### src/rtl/tqvp_cattuto_ws2812b_receiver.sv
`timescale 1ns/1ps
// ---------------------------------------------------------------------------
// tqvp_cattuto_ws2812b_receiver
//
// Decodes a WS2812B single-wire NRZ stream, as an LED sees it, into 24-bit
// GRB words. Each high pulse is measured in clock cycles. A pulse of at least
// T1_MIN cycles is a 1, and a shorter valid pulse is a 0. A low gap of
// RESET_CYCLES cycles is the reset/latch condition. Default timing is for a
// 64 MHz clock.
//
// Optional feature: define WS2812B_FORWARD_EN to enable daisy-chain
// forwarding on dout. The first word after a latch or resync is consumed.
// Every later pulse is copied to dout with a 2-clk delay. Without the macro,
// dout is tied to 0.
//
// Ports
//   clk        clock
//   rst_n      synchronous active-low reset
//   din        asynchronous WS2812B data line
//   rx_data    last completed word {G,R,B}; first received bit is rx_data[23]
//   rx_valid   rx_data holds an unconsumed word
//   rx_ready   consumer accepts rx_data while rx_valid=1
//   rx_latch   1-cycle pulse: latch gap seen after at least one bit
//   rx_error   1-cycle pulse: glitch, stuck-high line, or partial word at latch
//   rx_overrun 1-cycle pulse: completed word dropped while the output was full
//   dout       forwarded stream (0 unless WS2812B_FORWARD_EN)
//   dbg_state  current decoder state (0 SYNC, 1 IDLE, 2 HIGH, 3 LOW)
//
// Handshake: a word transfers on every clock edge where rx_valid=1 and
// rx_ready=1. While rx_valid=1 and no transfer has happened, rx_data holds
// its value. rx_valid may rise at any time and does not depend on rx_ready.
// ---------------------------------------------------------------------------
module tqvp_cattuto_ws2812b_receiver #(
  parameter int GLITCH_MIN   = 8,
  parameter int T1_MIN       = 38,
  parameter int HIGH_MAX     = 128,
  parameter int RESET_CYCLES = 3200,
  parameter int CNT_W        = 12
) (
  input  logic        clk,
  input  logic        rst_n,
  input  logic        din,
  output logic [23:0] rx_data,
  output logic        rx_valid,
  input  logic        rx_ready,
  output logic        rx_latch,
  output logic        rx_error,
  output logic        rx_overrun,
  output logic        dout,
  output logic [1:0]  dbg_state
);

  localparam logic [CNT_W-1:0] GLITCH_C = CNT_W'(GLITCH_MIN);
  localparam logic [CNT_W-1:0] T1_C     = CNT_W'(T1_MIN);
  localparam logic [CNT_W-1:0] HIGH_C   = CNT_W'(HIGH_MAX);
  localparam logic [CNT_W-1:0] RESET_C  = CNT_W'(RESET_CYCLES);
  localparam logic [CNT_W-1:0] ONE_C    = CNT_W'(1);

  typedef enum logic [1:0] {SYNC = 2'd0, IDLE = 2'd1, HIGH = 2'd2, LOW = 2'd3} state_t;

  state_t           state;
  logic [CNT_W-1:0] cnt;
  logic [4:0]       bit_cnt;
  logic [23:0]      shreg;
  logic             word_done;  // shreg holds a complete word this cycle
  logic             din_m;
  logic             din_s;

`ifdef WS2812B_FORWARD_EN
  logic fwd;    // forwarding active
  logic armed;  // next completed word is our own, not forwarded
`endif

  assign dbg_state = state;

  // Two-flop synchronizer for the asynchronous line.
  always_ff @(posedge clk) begin
    if (!rst_n) begin
      din_m <= 1'b0;
      din_s <= 1'b0;
    end else begin
      din_m <= din;
      din_s <= din_m;
    end
  end

  always_ff @(posedge clk) begin
    if (!rst_n) begin
      state      <= SYNC;
      cnt        <= '0;
      bit_cnt    <= '0;
      shreg      <= '0;
      word_done  <= 1'b0;
      rx_data    <= '0;
      rx_valid   <= 1'b0;
      rx_latch   <= 1'b0;
      rx_error   <= 1'b0;
      rx_overrun <= 1'b0;
`ifdef WS2812B_FORWARD_EN
      fwd        <= 1'b0;
      armed      <= 1'b0;
`endif
    end else begin
      rx_latch   <= 1'b0;
      rx_error   <= 1'b0;
      rx_overrun <= 1'b0;
      word_done  <= 1'b0;

      case (state)
        // Wait for a full reset gap before trusting the line. Any high
        // restarts the gap count.
        SYNC: begin
          if (din_s) begin
            cnt <= '0;
          end else if (cnt == RESET_C) begin
            state <= IDLE;
            cnt   <= '0;
`ifdef WS2812B_FORWARD_EN
            armed <= 1'b1;
`endif
          end else begin
            cnt <= cnt + ONE_C;
          end
        end

        IDLE: begin
          if (din_s) begin
            state <= HIGH;
            cnt   <= ONE_C;
          end
        end

        // cnt equals the width of the high pulse so far.
        HIGH: begin
          if (cnt == HIGH_C || (!din_s && cnt < GLITCH_C)) begin
            rx_error <= 1'b1;
            bit_cnt  <= '0;
            shreg    <= '0;
            cnt      <= '0;
            state    <= SYNC;
`ifdef WS2812B_FORWARD_EN
            fwd      <= 1'b0;
`endif
          end else if (din_s) begin
            cnt <= cnt + ONE_C;
          end else begin
            shreg <= {shreg[22:0], (cnt >= T1_C)};
            state <= LOW;
            cnt   <= ONE_C;
            if (bit_cnt == 5'd23) begin
              bit_cnt   <= '0;
              word_done <= 1'b1;
`ifdef WS2812B_FORWARD_EN
              if (armed) begin
                fwd   <= 1'b1;
                armed <= 1'b0;
              end
`endif
            end else begin
              bit_cnt <= bit_cnt + 5'd1;
            end
          end
        end

        LOW: begin
          if (din_s) begin
            state <= HIGH;
            cnt   <= ONE_C;
          end else if (cnt == RESET_C) begin
            rx_latch <= 1'b1;
            // A latch that arrives mid-word discards the partial word.
            rx_error <= (bit_cnt != 5'd0);
            bit_cnt  <= '0;
            shreg    <= '0;
            cnt      <= '0;
            state    <= IDLE;
`ifdef WS2812B_FORWARD_EN
            fwd      <= 1'b0;
            armed    <= 1'b1;
`endif
          end else begin
            cnt <= cnt + ONE_C;
          end
        end

        default: begin
          state <= SYNC;
          cnt   <= '0;
        end
      endcase

      // Output register and handshake. shreg is still stable one cycle
      // after completion because the next bit takes at least GLITCH_MIN
      // cycles to arrive.
      if (word_done) begin
        if (rx_valid && !rx_ready) begin
          rx_overrun <= 1'b1;
        end else begin
          rx_data  <= shreg;
          rx_valid <= 1'b1;
        end
      end else if (rx_valid && rx_ready) begin
        rx_valid <= 1'b0;
      end
    end
  end

`ifdef WS2812B_FORWARD_EN
  assign dout = din_s & fwd;
`else
  assign dout = 1'b0;
`endif

endmodule

### config.mk
export PLATFORM = sky130hd
export DESIGN_NAME = tqvp_cattuto_ws2812b_receiver
export DESIGN_NICKNAME = d
export VERILOG_FILES = /design/src/rtl/tqvp_cattuto_ws2812b_receiver.sv
export SDC_FILE = /design/constraint.sdc
export NUM_CORES = 1
export LEC_CHECK = 0
export BUFFER_PORTS_ARGS = -buffer_cell sky130_fd_sc_hd__buf_2
export CORE_ASPECT_RATIO = 1.4
export CORE_MARGIN = 3
export CORE_UTILIZATION = 30
export CTS_CLUSTER_SIZE = 16
export DETAILED_ROUTE_END_ITERATION = 6
export SETUP_SLACK_MARGIN = 0.15
export SLEW_MARGIN = 5
export SYNTH_ARGS = -nofsm -noshare
export SYNTH_HDL_FRONTEND = slang
export SYNTH_SLANG_ARGS = --single-unit
### constraint.sdc
create_clock -name clk -period 3.9 [get_ports clk]
set_clock_uncertainty 0.1 [all_clocks]
set_input_delay 0.195 -clock clk [delete_from_list [all_inputs] [get_ports clk]]
set_output_delay 0.195 -clock clk [all_outputs]
set_load 0.01 [all_outputs]
==> results summary <==
In the post-synthesis netlist, the cell with the most instances is sky130_fd_sc_hd__dfxtp_1. The number of enable flip-flop cells after synthesis is 0. The longest individual stage delay on the worst path came out at 0.74 ns. The signal on the critical path passes through inv_1 -> ha_1 -> and3b_1 -> o211ai_2 -> and2_1 -> nand2b_1 -> a311oi_1. After global routing the overflow that remains totals 0. The placed instances occupy a cell area of 0.00349 sq mm.

The number of buffers created by CTS came out at 9. The number of nets in the layout is 428. The synthesis warning total came out at 0. The most used flip-flop cell after synthesis is sky130_fd_sc_hd__dfxtp_1. The number of buffers and inverters on the critical path came out at 1. The post-synthesis async set-or-reset flop share came out at 0%. The clock slew seen by the registers of the worst setup and hold paths is 0.06 ns.

The final layout contains routed wiring with a total length of 6.41 mm. The number of max-cap violations is 0. The global-route wire length before repair came out at 11.2 mm. The relative max-transition margin is 42.7%. Total power for the finished layout comes to 1.57 mW. The run finished with clean final reports. The transition time of the tightest slew-check pin is 0.859 ns. On the critical path the largest part of the delay comes from simple AND/OR/NAND/NOR gates. The mapped netlist covers 0.00328 sq mm. The accumulated negative setup slack is 0 ns. The top achievable clock speed is 0.370 GHz.

The count of routing violations after the opening detailed-route iteration came out at 133. The number of diodes added for antenna fixing is 0. The die boundary height came out at 130 um.

In this run the clock root is driven by a sky130_fd_sc_hd__clkbuf_16. Port buffering added 33 buffers. The number of antenna violations at the first check in global routing came out at 0. Data on the critical path is required at its endpoint by 4.04 ns. STA puts the critical path data arrival time at 2.84 ns. The number of optimization iterations in the first detailed-route pass is 4.

The portion of the clock cycle consumed by the worst path in the final layout came out at 69.3%. The remaining design rule violation count is 0. The clock latency on the worst-skew pair is 0.33 ns.

In this run the static leakage power is 1.54 nW. After routing the design area is 0.00378 sq mm. The routed wire length per instance is 11.4 um. Global routing consumed, on the met2 layer, 18.6% of the routing resources. In the final layout, the share of cells above drive strength 1 is 13.9%. The total routing resource utilization after global routing is 11.6%. The routed via count came out at 2582.

For this configuration, the core starts out at a cell density of 31.2%. The die area is 0.0122 sq mm. Yosys attributes the largest share of cell area to sky130_fd_sc_hd__dfxtp_1 45%, sky130_fd_sc_hd__nand2_1 7.1%, sky130_fd_sc_hd__a21oi_1 5.0%. The areal power density over the cells is 416 mW/mm^2. Setup repair after global routing left no endpoint under its margin.

Among all stages on the critical path, the largest delay is contributed by sky130_fd_sc_hd__and2_1. The worst ir drop on vdd is 0.202 mV. The post-synthesis register bit count is 74. CTS saw 74 sinks. The relative area change from synthesis to final layout came out at 15.3%.

The critical path capture point type is a flop. The via count of the first global-routing pass is 2466. The post-synthesis net count is 408. Measured on the finished design, the core utilization comes to 35.9%.

The detail-routed via count per cell came out at 4.59. Entering global routing, the biggest net connects 52 pins. The global-route track usage on met1 came out at 13.8%. The biggest fanout along the worst timing path came out at 27. The minimum clock period is 2.70 ns. The H-tree was split into 3 levels.

The mean instance size in the synthesized netlist is 8.19 sq um. The synthesized netlist cell count is 400. The antenna violation net count after detailed routing came out at 0. The placeable core region is 0.0105 sq mm. After synthesis, the most frequently instantiated cells are 74 x sky130_fd_sc_hd__dfxtp_1, 62 x sky130_fd_sc_hd__nand2_1, 41 x sky130_fd_sc_hd__nor2_1.

The post-detailed-placement half-perimeter wirelength came out at 4.29 mm. STA classifies the critical path startpoint as a flop. The path class of the tightest hold or removal check is primary input to flop.

Yosys mapped the design onto 50 distinct sky130hd cell types. Sequential cells were found to cover 45.2% of the synthesized design area. The total setup violations reported at the end of the flow is 0. After synthesis, the largest area contributor takes up 45.2% of total cell area.

Of all cell types, the one taking the most synthesized area is sky130_fd_sc_hd__dfxtp_1. The die is 94.3 um wide. The number of buffers on the longest clock path is 2. TritonCTS built the clock tree.

The worst setup path is of the flop to flop kind. met2 is the most crowded layer. The row count came out at 44.

The routability-driven placement congestion ratio came out at 0.802. The number of slew-limit violations in the final report came to 0. The number of top-level pins came out at 35. The final hold slack came out at 0.0755 ns. The hold violation total from the final report came to 0.

The quantity of gates resized following cts came out at 0. The fraction of met3 tracks used by global routing is 3.66%.
==> metrics by stage <==
step,cells,setup slack (ns)
2_1_floorplan,400,1.94
3_3_place_gp,546,1.28
3_5_place_dp,546,1.17
4_1_cts,563,1.17
5_1_grt,563,0.897
6_report,563,1.20
==> final cells by class <==
| class | instances | area (sq um) |
|---|---|---|
| clock buffers | 12 | 256 |
| multi-input cells | 272 | 1550 |
| well taps | 138 | 173 |
| inverters | 27 | 101 |
| flip-flops and latches | 74 | 1480 |
| repair buffers | 36 | 190 |
| clock inverters | 4 | 26.3 |
| fillers | 1096 | 6740 |
==> power breakdown <==
part	total [mW]	leakage, nW	internal [mW]	switching [mW]
Sequential	0.766	0.597	0.760	0.00592
Combinational	0.0428	0.802	0.0138	0.0290
Clock	0.765	0.139	0.464	0.301
Total	1.57	1.54	1.24	0.336
==> sequential cells by signal, indices dropped and copies added, names as in the netlist <==
name,count
rx_data,24
bit_cnt,5
cnt,12
rx_overrun,1
dbg_state,2
word_done,1
shreg,24
din_s,1
din_m,1
rx_latch,1
rx_error,1
rx_valid,1
==> placed cells by master, fill, tap and decap left out, types with 6 or more instances in the layout <==
cell type,instances
sky130_fd_sc_hd__buf_2,33
sky130_fd_sc_hd__o21a_1,21
sky130_fd_sc_hd__nand2_1,62
sky130_fd_sc_hd__nor2b_1,6
sky130_fd_sc_hd__nor3_1,6
sky130_fd_sc_hd__nand3_1,10
sky130_fd_sc_hd__inv_1,26
sky130_fd_sc_hd__nor2_1,41
sky130_fd_sc_hd__and3_1,26
sky130_fd_sc_hd__a21oi_1,33
sky130_fd_sc_hd__clkbuf_16,9
sky130_fd_sc_hd__dfxtp_1,74
sky130_fd_sc_hd__xor2_1,6
==> worst min-delay path, stage by stage <==
cell	delay, ns
sky130_fd_sc_hd__buf_2	0.08
sky130_fd_sc_hd__nor2b_1	0.06
sky130_fd_sc_hd__nor2_1	0.09
sky130_fd_sc_hd__nor2_1	0.04
==> kinds of logic (layout without fill, tap and decap cells) <==
| kind of cell | count (synthesis) | after routing | synth area share, % |
|---|---|---|---|
| buffers and inverters | 54 | 79 | 7.45 |
| multiplexers | 3 | 3 | 0.955 |
| AND/OR/NAND/NOR | 179 | 179 | 27.3 |
| other | 1 | 1 | 0.114 |
| AO/OA/AOI/OAI | 76 | 76 | 15.0 |
| XOR/XNOR | 9 | 9 | 2.41 |
| adder cells (fa/ha/maj) | 4 | 4 | 1.53 |
| flip-flops | 74 | 74 | 45.2 |
==> what timing repair did <==
item | in CTS | in global routing
setup buffers | 0 | 0
hold buffers | 1 | 0
endpoints found under the hold margin | 1 | 0
==> final timing paths <==
check | from | to | slack, ns | depth (start not counted)
min reg2reg | din_m | din_s | 0.33 | 1
max reg2reg | cnt[0] | bit_cnt[2] | 1.20 | 7
min | rx_ready | rx_valid | 0.08 | 4
max | cnt[0] | bit_cnt[2] | 1.20 | 7
==> layer usage <==
metal / part of all wire [%] / wire, um
met5: 0 / 0
met4: 2.3 / 148
met3: 4.3 / 274
met2: 47 / 3030
met1: 46 / 2960
No activity file was read; power rests on OpenSTA's default activity.
